$ cat config.mk
export PLATFORM = sky130hd
export DESIGN_NAME = vid_fb_arbiter_flat
export DESIGN_NICKNAME = d
export VERILOG_FILES = /design/src/rtl/vid_fb_arbiter_if.sv /design/src/rtl/vid_fb_arbiter.sv /design/src/flat_wrapper.sv
export SDC_FILE = /design/constraint.sdc
export NUM_CORES = 1
export LEC_CHECK = 0
export ABC_AREA = 1
export ABC_CLOCK_PERIOD_IN_PS = 11690
export CAP_MARGIN = 20
export CORE_MARGIN = 1.5
export CORE_UTILIZATION = 31
export CTS_CLUSTER_SIZE = 10
export DETAILED_ROUTE_END_ITERATION = 6
export PLACE_DENSITY = 0.51
export RECOVER_POWER = 100
export SLEW_MARGIN = 0
export SYNTH_ARGS = -nofsm -noshare
export SYNTH_HDL_FRONTEND = slang
export SYNTH_SLANG_ARGS = --single-unit
$ cat constraint.sdc
create_clock -name clk_i -period 11.69 [get_ports clk_i]
set_clock_uncertainty 0.15 [all_clocks]
set_input_delay 2.338 -clock clk_i [delete_from_list [all_inputs] [get_ports clk_i]]
set_output_delay 2.338 -clock clk_i [all_outputs]
set_load 0.01 [all_outputs]
$ cat src/rtl/vid_fb_arbiter_if.sv
// Bus bundle between the framebuffer arbiter, its two requesters (TIA writer,
// scanout reader) and the single-port framebuffer RAM.
interface vid_fb_arbiter_if #(
  parameter int ADDR_WIDTH = 17,
  parameter int DATA_WIDTH = 16
);
  logic                  wr;
  logic [ADDR_WIDTH-1:0] wr_addr;
  logic [DATA_WIDTH-1:0] wr_data;
  logic                  rd_valid;
  logic [ADDR_WIDTH-1:0] rd_addr;
  logic                  rd_ready;
  logic [DATA_WIDTH-1:0] rd_data;
  logic                  rd_data_valid;
  logic                  mem_en;
  logic                  mem_we;
  logic [ADDR_WIDTH-1:0] mem_addr;
  logic [DATA_WIDTH-1:0] mem_wdata;
  logic [DATA_WIDTH-1:0] mem_rdata;

  // Arbiter side
  modport slave (
    input  wr, wr_addr, wr_data, rd_valid, rd_addr, mem_rdata,
    output rd_ready, rd_data, rd_data_valid, mem_en, mem_we, mem_addr, mem_wdata
  );

  // Requester / RAM side
  modport master (
    output wr, wr_addr, wr_data, rd_valid, rd_addr, mem_rdata,
    input  rd_ready, rd_data, rd_data_valid, mem_en, mem_we, mem_addr, mem_wdata
  );
endinterface

$ cat src/rtl/vid_fb_arbiter.sv
// Framebuffer RAM arbiter: scanout reads win, TIA pixel writes are buffered in a
// FIFO and drained into free slots, with a read-run limiter to bound write stalls.
module vid_fb_arbiter #(
  parameter int ADDR_WIDTH = 17,
  parameter int DATA_WIDTH = 16,
  parameter int FIFO_DEPTH = 16,
  parameter int MAX_RD_RUN = 4,
  parameter int MEM_LAT    = 1
) (
  input  logic                          clk_i,
  input  logic                          rst_ni,
  vid_fb_arbiter_if.slave               bus,
  output logic                          ovf_o,
  output logic [7:0]                    drop_cnt_o,
  output logic [$clog2(FIFO_DEPTH):0]   fifo_level_o
);
  localparam int PTR_W = $clog2(FIFO_DEPTH);
  localparam int LVL_W = PTR_W + 1;
  localparam int RUN_W = $clog2(MAX_RD_RUN + 1);

  typedef enum logic [1:0] {IDLE, RD, WR} state_e;

  state_e                           state_q;
  logic [ADDR_WIDTH-1:0]            mem_addr_q;
  logic [DATA_WIDTH-1:0]            mem_wdata_q;
  logic [ADDR_WIDTH+DATA_WIDTH-1:0] fifo_mem [FIFO_DEPTH];
  logic [PTR_W-1:0]                 wr_ptr_q, rd_ptr_q;
  logic [LVL_W-1:0]                 count_q, count_d;
  logic [RUN_W-1:0]                 rd_run_q, rd_run_d;
  logic                             ovf_q;
  logic [7:0]                       drop_cnt_q;
  logic [MEM_LAT-1:0]               rd_pipe_q;
  logic [DATA_WIDTH-1:0]            rd_data_q;

  logic                  fifo_empty, fifo_full;
  logic                  grant_rd, grant_wr, push, drop;
  logic                  rd_issue, rd_tap;
  logic [ADDR_WIDTH-1:0] head_addr;
  logic [DATA_WIDTH-1:0] head_data;

  assign fifo_empty = (count_q == '0);
  assign fifo_full  = (count_q == LVL_W'(FIFO_DEPTH));

  // rst_ni gates the grant so rd_ready_o stays low while reset is held
  assign grant_rd = rst_ni && bus.rd_valid &&
                    (fifo_empty || (rd_run_q < RUN_W'(MAX_RD_RUN)));
  assign grant_wr = rst_ni && !grant_rd && !fifo_empty;

  // A full FIFO still accepts a pixel when its head leaves in the same cycle
  assign push = bus.wr && (!fifo_full || grant_wr);
  assign drop = bus.wr && !push;

  assign {head_addr, head_data} = fifo_mem[rd_ptr_q];

  always_comb begin
    count_d  = count_q + LVL_W'(push) - LVL_W'(grant_wr);
    rd_run_d = rd_run_q;
    if (grant_rd) begin
      if (fifo_empty)
        rd_run_d = '0;
      else if (rd_run_q != RUN_W'(MAX_RD_RUN))
        rd_run_d = rd_run_q + RUN_W'(1);
    end else if (grant_wr) begin
      rd_run_d = '0;
    end
  end

  always_ff @(posedge clk_i) begin
    if (push)
      fifo_mem[wr_ptr_q] <= {bus.wr_addr, bus.wr_data};
  end

  // Command FSM: state holds the RAM command issued for the current cycle
  always_ff @(posedge clk_i or negedge rst_ni) begin
    if (!rst_ni) begin
      state_q     <= IDLE;
      mem_addr_q  <= '0;
      mem_wdata_q <= '0;
      wr_ptr_q    <= '0;
      rd_ptr_q    <= '0;
      count_q     <= '0;
      rd_run_q    <= '0;
      ovf_q       <= 1'b0;
      drop_cnt_q  <= '0;
    end else begin
      count_q  <= count_d;
      rd_run_q <= rd_run_d;
      if (push)
        wr_ptr_q <= wr_ptr_q + PTR_W'(1);
      if (drop) begin
        ovf_q <= 1'b1;
        if (drop_cnt_q != 8'hFF)
          drop_cnt_q <= drop_cnt_q + 8'd1;
      end
      if (grant_rd) begin
        state_q    <= RD;
        mem_addr_q <= bus.rd_addr;
      end else if (grant_wr) begin
        state_q     <= WR;
        mem_addr_q  <= head_addr;
        mem_wdata_q <= head_data;
        rd_ptr_q    <= rd_ptr_q + PTR_W'(1);
      end else begin
        state_q <= IDLE;
      end
    end
  end

  assign rd_issue = (state_q == RD);

  // Capture RAM data in the cycle it is presented, MEM_LAT-1 cycles after issue
  generate
    if (MEM_LAT == 1) begin : g_tap_direct
      assign rd_tap = rd_issue;
    end else begin : g_tap_pipe
      assign rd_tap = rd_pipe_q[MEM_LAT-2];
    end
  endgenerate

  always_ff @(posedge clk_i or negedge rst_ni) begin
    if (!rst_ni) begin
      rd_pipe_q <= '0;
      rd_data_q <= '0;
    end else begin
      rd_pipe_q[0] <= rd_issue;
      for (int i = 1; i < MEM_LAT; i++)
        rd_pipe_q[i] <= rd_pipe_q[i-1];
      if (rd_tap)
        rd_data_q <= bus.mem_rdata;
    end
  end

  assign bus.rd_ready      = grant_rd;
  assign bus.rd_data       = rd_data_q;
  assign bus.rd_data_valid = rd_pipe_q[MEM_LAT-1];
  assign bus.mem_en        = (state_q != IDLE);
  assign bus.mem_we        = (state_q == WR);
  assign bus.mem_addr      = mem_addr_q;
  assign bus.mem_wdata     = mem_wdata_q;
  assign ovf_o             = ovf_q;
  assign drop_cnt_o        = drop_cnt_q;
  assign fifo_level_o      = count_q;

endmodule

$ cat src/flat_wrapper.sv
// flat-port wrapper written by rule: the top's interface ports become plain ports
module vid_fb_arbiter_flat 
#(
  parameter int ADDR_WIDTH = 17,
  parameter int DATA_WIDTH = 16,
  parameter int FIFO_DEPTH = 16,
  parameter int MAX_RD_RUN = 4,
  parameter int MEM_LAT    = 1
)
  (clk_i, rst_ni, ovf_o, drop_cnt_o, fifo_level_o, bus_wr, bus_wr_addr, bus_wr_data, bus_rd_valid, bus_rd_addr, bus_mem_rdata, bus_rd_ready, bus_rd_data, bus_rd_data_valid, bus_mem_en, bus_mem_we, bus_mem_addr, bus_mem_wdata);
  vid_fb_arbiter_if #(.ADDR_WIDTH(ADDR_WIDTH), .DATA_WIDTH(DATA_WIDTH)) bus_i ();
  input  logic clk_i;
  input  logic rst_ni;
  output logic ovf_o;
  output logic [7:0] drop_cnt_o;
  output logic [$clog2(FIFO_DEPTH):0] fifo_level_o;
  input wire logic [$bits(bus_i.wr)-1:0] bus_wr;
  input wire logic [$bits(bus_i.wr_addr)-1:0] bus_wr_addr;
  input wire logic [$bits(bus_i.wr_data)-1:0] bus_wr_data;
  input wire logic [$bits(bus_i.rd_valid)-1:0] bus_rd_valid;
  input wire logic [$bits(bus_i.rd_addr)-1:0] bus_rd_addr;
  input wire logic [$bits(bus_i.mem_rdata)-1:0] bus_mem_rdata;
  output wire logic [$bits(bus_i.rd_ready)-1:0] bus_rd_ready;
  output wire logic [$bits(bus_i.rd_data)-1:0] bus_rd_data;
  output wire logic [$bits(bus_i.rd_data_valid)-1:0] bus_rd_data_valid;
  output wire logic [$bits(bus_i.mem_en)-1:0] bus_mem_en;
  output wire logic [$bits(bus_i.mem_we)-1:0] bus_mem_we;
  output wire logic [$bits(bus_i.mem_addr)-1:0] bus_mem_addr;
  output wire logic [$bits(bus_i.mem_wdata)-1:0] bus_mem_wdata;
  assign bus_i.wr = bus_wr;
  assign bus_i.wr_addr = bus_wr_addr;
  assign bus_i.wr_data = bus_wr_data;
  assign bus_i.rd_valid = bus_rd_valid;
  assign bus_i.rd_addr = bus_rd_addr;
  assign bus_i.mem_rdata = bus_mem_rdata;
  assign bus_rd_ready = bus_i.rd_ready;
  assign bus_rd_data = bus_i.rd_data;
  assign bus_rd_data_valid = bus_i.rd_data_valid;
  assign bus_mem_en = bus_i.mem_en;
  assign bus_mem_we = bus_i.mem_we;
  assign bus_mem_addr = bus_i.mem_addr;
  assign bus_mem_wdata = bus_i.mem_wdata;
  vid_fb_arbiter #(.ADDR_WIDTH(ADDR_WIDTH), .DATA_WIDTH(DATA_WIDTH), .FIFO_DEPTH(FIFO_DEPTH), .MAX_RD_RUN(MAX_RD_RUN), .MEM_LAT(MEM_LAT)) u_core (.clk_i(clk_i), .rst_ni(rst_ni), .bus(bus_i), .ovf_o(ovf_o), .drop_cnt_o(drop_cnt_o), .fifo_level_o(fifo_level_o));
endmodule
==> run_results.csv, run 1 <==
group,metric,value,unit
cts,cts_htree_levels,3,
finish,layout_commonest_cell,"nand2_1",
critical_path,worst_setup_path_end_kind,"output port",
global_route,antenna_found_initial,11,
synth,syn-num-nets,2418,
floorplan,rows,104,
job,maxCapViolCount,16,
placement,gp_congestion,0.776,
critical_path,cpPeakStageDelay,0.85,ns
finish,drive_above_1_share,0.0407,
timing,setup_viol,0,
route,ant_nets,0,
cts,clock_path_buffers,3,
timing,fin_crit,7.86,ns
critical_path,worstPathMaxFanout,21,
synth,synth_cell_types,26,
finish,nFillCells,7798,
timing,fmax,127,MHz
global_route,grt_overflow,0,
run_status,violations,"max-capacitance violations, max-slew violations",
synth,netlist_instances,2333,
critical_path,slowest_stage,"inv_1",
placement,place_area,27800,um2
global_route,grt_pass1_vias,16294,
timing,fin_setup_tns,0,ns
cts,clk_latency,0.62,ns
critical_path,path_cells,"clkbuf_1 > nand2_1 > inv_1 > nand2_1 > inv_1 > dlygate4sd3_1",
finish,area_growth,17.4,%
cts,clk_pin_slew,0.05,ns
placement,dp_hpwl,36.2,mm
finish,fin_nets,2547,
route,drc,0,
synth,synth_edf_count,528,
timing,finalCritPeriodShare,0.672,
finish,final_cell_mix,"nand2_1 (666), edfxtp_1 (528), nand3_1 (289), nor2_1 (231), inv_1 (221)",
synth,yosysWarnings,0,
cts,cts_tree,"done",
pwr,ir_drop,0.000214,V
pwr,power_density,238,nW/um2
critical_path,crit_arrival,5.37,ns
critical_path,path_delay_family,"buffers and inverters",
route,vias,16606,
floorplan,die_y,288,um
timing,finalMaxSlewViolations,382,
critical_path,startpoint_type,"input pin",
global_route,grt_use_total,0.159,
timing,slew_headroom,-1.62,
floorplan,ios,137,
global_route,grt_pass1_wl,99.7,mm
route,viasPerCell,4.65,
cts,cts_resized,0,
floorplan,die-area,83100,um2
synth,ys_seq_area_frac,0.705,
synth,ys_ff_latch,605,
global_route,grt_max_degree,220,
synth,synth_flop_cell,"edfxtp_1",
finish,fin_area,29600,um2
floorplan,core_area,80500,um2
finish,layoutNonFillerInstCount,3572,
cts,post-cts-setup-buffers,0,
timing,rsz0062_at_grt,"false",
floorplan,die-width,288,um
route,wl_per_cell,18.6,um
cts,cts-root-buf,"clkbuf_16",
critical_path,critical_path_class,"in2out",
pwr,leakage,11.7,nW
critical_path,critical_path_buf_inv_count,4,
route,first_pass_iters,5,
synth,syn_area,25200,um2
floorplan,start_util,0.313,
run_status,run_status,"finished, violations left",
placement,placedCellCount,3448,
critical_path,cp.required,9.20,ns
pwr,total_power,7.04,mW
hold_path,hold_path.class,"reg2reg",
route,drtIter0Drc,1025,
timing,hold_violations,0,
timing,worst_slew_pin_slew,3.93,ns
synth,syn_area_per_cell,10.8,um2
cts,numCtsBuffers,72,
cts,cts.sinks,605,
placement,io_buffers,136,
timing,hold_slack,0.314,ns
synth,async_flop_share,0.127,
route,wirelength,66.3,mm
cts,holdBufCountCts,0,
-- registers in the layout, indices dropped and copies added (netlist names), 4 cells and up --
| register | cells |
|---|---|
| u_core.fifo_mem | 528 |
| u_core.bus.mem_addr | 17 |
| u_core.bus.mem_wdata | 16 |
| u_core.bus.rd_data | 16 |
| u_core.drop_cnt_o | 8 |
| u_core.fifo_level_o | 5 |
| u_core.rd_ptr_q | 4 |
| u_core.wr_ptr_q | 4 |
-- cell families (layout without fill, tap and decap cells) --
| kind of cell | count (synthesis) | count (layout) | synth area share |
|---|---|---|---|
| AOI/OAI and AO/OA | 139 | 139 | 0.0296 |
| xor gates and xnor gates | 16 | 16 | 0.00555 |
| adders and majority gates | 15 | 15 | 0.00773 |
| buffers and inverters | 348 | 521 | 0.0566 |
| DFF | 605 | 605 | 0.705 |
| other | 0 | 6 | 0 |
| and+or+nand+nor | 1210 | 1210 | 0.196 |
-- Yosys cell counts (2+ instances only) --
| library cell | instances | share of area |
|---|---|---|
| buf_2 | 70 | 0.014 |
| o21ai_0 | 107 | 0.021 |
| xor2_1 | 14 | 0.0049 |
| xnor2_1 | 2 | 0.00069 |
| o211ai_1 | 16 | 0.0048 |
| nor3_1 | 18 | 0.0036 |
| clkbuf_1 | 35 | 0.0052 |
| nor2_1 | 231 | 0.034 |
| ha_1 | 14 | 0.0069 |
| a21oi_1 | 2 | 0.00040 |
| nand4_1 | 5 | 0.0012 |
| inv_2 | 3 | 0.00045 |
| edfxtp_1 | 528 | 0.63 |
| buf_4 | 7 | 0.0021 |
| nand3_1 | 289 | 0.057 |
| inv_1 | 221 | 0.033 |
| nand2_1 | 665 | 0.099 |
| o21ai_1 | 12 | 0.0024 |
| dfrtp_1 | 77 | 0.076 |
| buf_1 | 11 | 0.0016 |
-- power by group --
| part | total, mW | internal (mW) | switching [mW] |
|---|---|---|---|
| Sequential | 2.78 | 2.64 | 0.133 |
| Combinational | 2.25 | 0.682 | 1.57 |
| Clock | 2.02 | 1.16 | 0.852 |
| Total | 7.04 | 4.49 | 2.55 |
-- path summary, 6_finish.rpt --
| kind | startpoint | endpoint | slack [ns] | depth (start not counted) |
|---|---|---|---|---|
| max in group asynchronous | rst_ni | u_core.rd_ptr_q[0] | 4.94 | 2 |
| worst max-delay path | rst_ni | bus_rd_ready | 3.83 | 6 |
| worst min register to register | u_core.bus.rd_data[14] | u_core.bus.rd_data[14] | 0.31 | 2 |
| worst max register to register | u_core.fifo_level_o[2] | u_core.fifo_mem[2][14] | 5.72 | 8 |
| min in group asynchronous | rst_ni | u_core.bus.mem_wdata[6] | 1.70 | 1 |
| worst min-delay path | u_core.bus.rd_data[14] | u_core.bus.rd_data[14] | 0.31 | 2 |
-- final cells by class --
| class | count | area, um2 | share of cell area |
|---|---|---|---|
| Inverter | 224 | 851 | 0.0287 |
| Clock inverter | 10 | 97.6 | 0.00329 |
| Antenna cell | 6 | 15.0 | 0.000507 |
| Sequential cell | 605 | 17800 | 0.600 |
| Timing Repair Buffer | 179 | 1570 | 0.0530 |
| Clock buffer | 108 | 1970 | 0.0664 |
| Tap cell | 1060 | 1330 | 0.0447 |
| Multi-Input combinational cell | 1380 | 6020 | 0.203 |
-- routing by layer --
metal,GRT usage,vias to the layer above,wire length [um]
met5,0,-,34
met4,0.0577,6,1650
met3,0.0274,101,3360
met2,0.265,418,31700
met1,0.209,8060,29500
li1,-,8021,-
-- per-stage QoR --
stage               worst slack [ns]  utilization
finish                          3.83        0.368
global route                    3.38        0.368
detailed placement              4.49        0.345
CTS                             4.48        0.371
floorplan                       5.96            -
global placement                4.47        0.345
-- worst register-to-register path, delay by kind of cell, from the launching register on --
kind | cells | cell delay (ns)
flops | 1 | 0.38
buf+inv | 2 | 1.74
simple gates | 4 | 2.01
compound gates | 1 | 1.01
fa+ha+maj | 1 | 0.21
(Power assumes the default switching activity.)
==> run 2: changes to the inputs <==
--- a/config.mk
+++ b/config.mk
@@ -6,7 +6,7 @@
 export NUM_CORES = 1
 export LEC_CHECK = 0
 export ABC_AREA = 1
-export ABC_CLOCK_PERIOD_IN_PS = 11690
+export ABC_CLOCK_PERIOD_IN_PS = 7400
 export CAP_MARGIN = 20
 export CORE_MARGIN = 1.5
 export CORE_UTILIZATION = 31
==> constraint.sdc (replaced) <==
create_clock -name clk_i -period 7.4 [get_ports clk_i]
set_clock_uncertainty 0.15 [all_clocks]
set_input_delay 1.48 -clock clk_i [delete_from_list [all_inputs] [get_ports clk_i]]
set_output_delay 1.48 -clock clk_i [all_outputs]
set_load 0.01 [all_outputs]
==> run 2 against run 1 <==
The flow still finishes with violations (max-capacitance violations, max-slew violations); sequential cell count unchanged; total power increased by 58%; die area unchanged; clock power increased by 58%; final area up 0.14%; first-iteration DRC count is 49% higher; critical endpoint unchanged; largest power group unchanged.
==> run_results.csv, run 2 (synthesis results as in run 1) <==
group,metric,value,unit
cts,clk_latency,0.63,ns
timing,fin_ws,1.34,ns
placement,pre_cts_ws,1.94,ns
timing,slew_headroom,-1.63,
timing,worst_slew_pin_slew,3.95,ns
finish,fin_nets,2545,
pwr,p_clk_frac,0.287,
hold_path,hold_path.class,"reg2reg",
critical_path,crit_arrival,4.43,ns
placement,dp_hpwl,36.9,mm
critical_path,rrSetupSlack,1.65,ns
floorplan,die-width,288,um
cts,cts-root-buf,"clkbuf_16",
route,drc,0,
finish,layout_commonest_cell,"nand2_1",
hold_path,whs_path_depth,2,
finish,final_cell_mix,"nand2_1 (666), edfxtp_1 (528), nand3_1 (289), nor2_1 (231), inv_1 (221)",
cts,clk_pin_slew,0.05,ns
finish,largest_register,"u_core.fifo_mem",
placement,gp_congestion,0.767,
pwr,leakage,11.7,nW
route,wl_per_cell,18.6,um
cts,clock_path_buffers,3,
timing,finalCritPeriodShare,0.819,
finish,fin_util,0.368,
route,viasPerCell,4.63,
pwr,switching_share,0.365,
floorplan,core_area,80500,um2
route,wirelength,66.5,mm
critical_path,startpoint_type,"input pin",
finish,nFillCells,7846,
critical_path,worstPathMaxFanout,21,
route,wl_met2,30.6,mm
global_route,grt_pass1_wl,101,mm
cts,post-cts-setup-buffers,0,
timing,fin_setup_tns,0,ns
timing,hold_violations,0,
global_route,grt_overflow,0,
route,ant_nets,0,
route,first_pass_iters,5,
cts,cts_tree,"done",
critical_path,worst_setup_path_end_kind,"output port",
pwr,p_comb_frac,0.313,
route,drtIter0Drc,1530,
route,vias,16563,
global_route,antenna_found_initial,9,
global_route,grt_pass1_vias,16380,
placement,io_buffers,136,
timing,finalMaxSlewViolations,422,
floorplan,die-area,83100,um2
timing,setup_viol,0,
pwr,p_int,7.07,mW
run_status,run_status,"finished, violations left",
placement,placedCellCount,3445,
critical_path,ff2ff_path_depth,8,
cts,cts_resized,0,
floorplan,rows,104,
route,top_layer_used,"met5",
global_route,grt_max_degree,97,
global_route,grt_use_total,0.160,
pwr,p_switching,4.07,mW
finish,largest_register_ffs,528,
timing,rsz0062_at_grt,"false",
run_status,violations,"max-capacitance violations, max-slew violations",
critical_path,cp.required,5.77,ns
pwr,seqPwrFrac,0.400,
cts,holdBufCountCts,0,
route,routed-wl-met3,4.22,mm
finish,area_growth,17.6,%
finish,layoutNonFillerInstCount,3575,
cts,cts.sinks,605,
cts,numCtsBuffers,71,
critical_path,critical_path_class,"in2out",
pwr,total_power,11.1,mW
job,maxCapViolCount,13,
floorplan,start_util,0.313,
timing,fmax,165,MHz
pwr,ir_drop,0.000186,V
timing,fin_crit,6.06,ns
pwr,power_density,376,nW/um2
finish,drive_above_1_share,0.0394,
floorplan,ios,137,
cts,cts_htree_levels,3,
floorplan,die_y,288,um
route,drt-met1-wl,30.4,mm
[run 2: metrics by stage]
step	area [um2]	hold WS, ns
floorplan	25200	0.343
global placement	27700	0.306
detailed placement	27700	0.311
CTS	29800	0.324
global route	29700	0.341
finish	29700	0.317
[run 2: power by group through the flow]
| stage | combinational, mW | clock, mW | sequential (mW) |
|---|---|---|---|
| final | 3.49 | 3.20 | 4.46 |
| after global routing | 3.93 | 3.41 | 4.51 |
| after CTS | 3.57 | 3.28 | 4.50 |
| after detailed placement | 3.55 | 0 | 4.57 |
| after global placement | 3.53 | 0 | 4.56 |
| after floorplan | 2.31 | 0 | 4.43 |
[run 2: worst max-delay path: stages]
cell	delay, ns
dlygate4sd3_1	0.56
nand2_1	0.07
inv_1	0.05
nand2_1	0.82
inv_1	0.65
dlygate4sd3_1	0.79
[run 2: final timing paths]
check	start	end
hold / removal	u_core.bus.rd_data[12]	u_core.bus.rd_data[12]
setup reg to reg	u_core.rd_ptr_q[0]	u_core.bus.mem_wdata[9]
hold reg to reg	u_core.bus.rd_data[12]	u_core.bus.rd_data[12]
setup / recovery	bus_rd_valid	bus_rd_ready
min in group asynchronous	rst_ni	u_core.bus.rd_data[2]
max in group asynchronous	rst_ni	u_core.rd_ptr_q[1]
[run 2: layer usage]
metal	global-route usage	vias to the layer above
met2	0.255	454
met4	0.0474	12
met1	0.220	8012
li1	-	8002
met3	0.0310	83
met5	0	-
[run 2: cell type report]
class	instances	area [um2]	share of cell area
diodes	3	7.51	0.000253
clock buffers	116	1950	0.0656
clock inverters	9	153	0.00514
inverters	224	851	0.0287
multi-input cells	1380	6030	0.203
flip-flops and latches	605	17800	0.599
well taps	1060	1330	0.0447
repair buffers	178	1570	0.0530
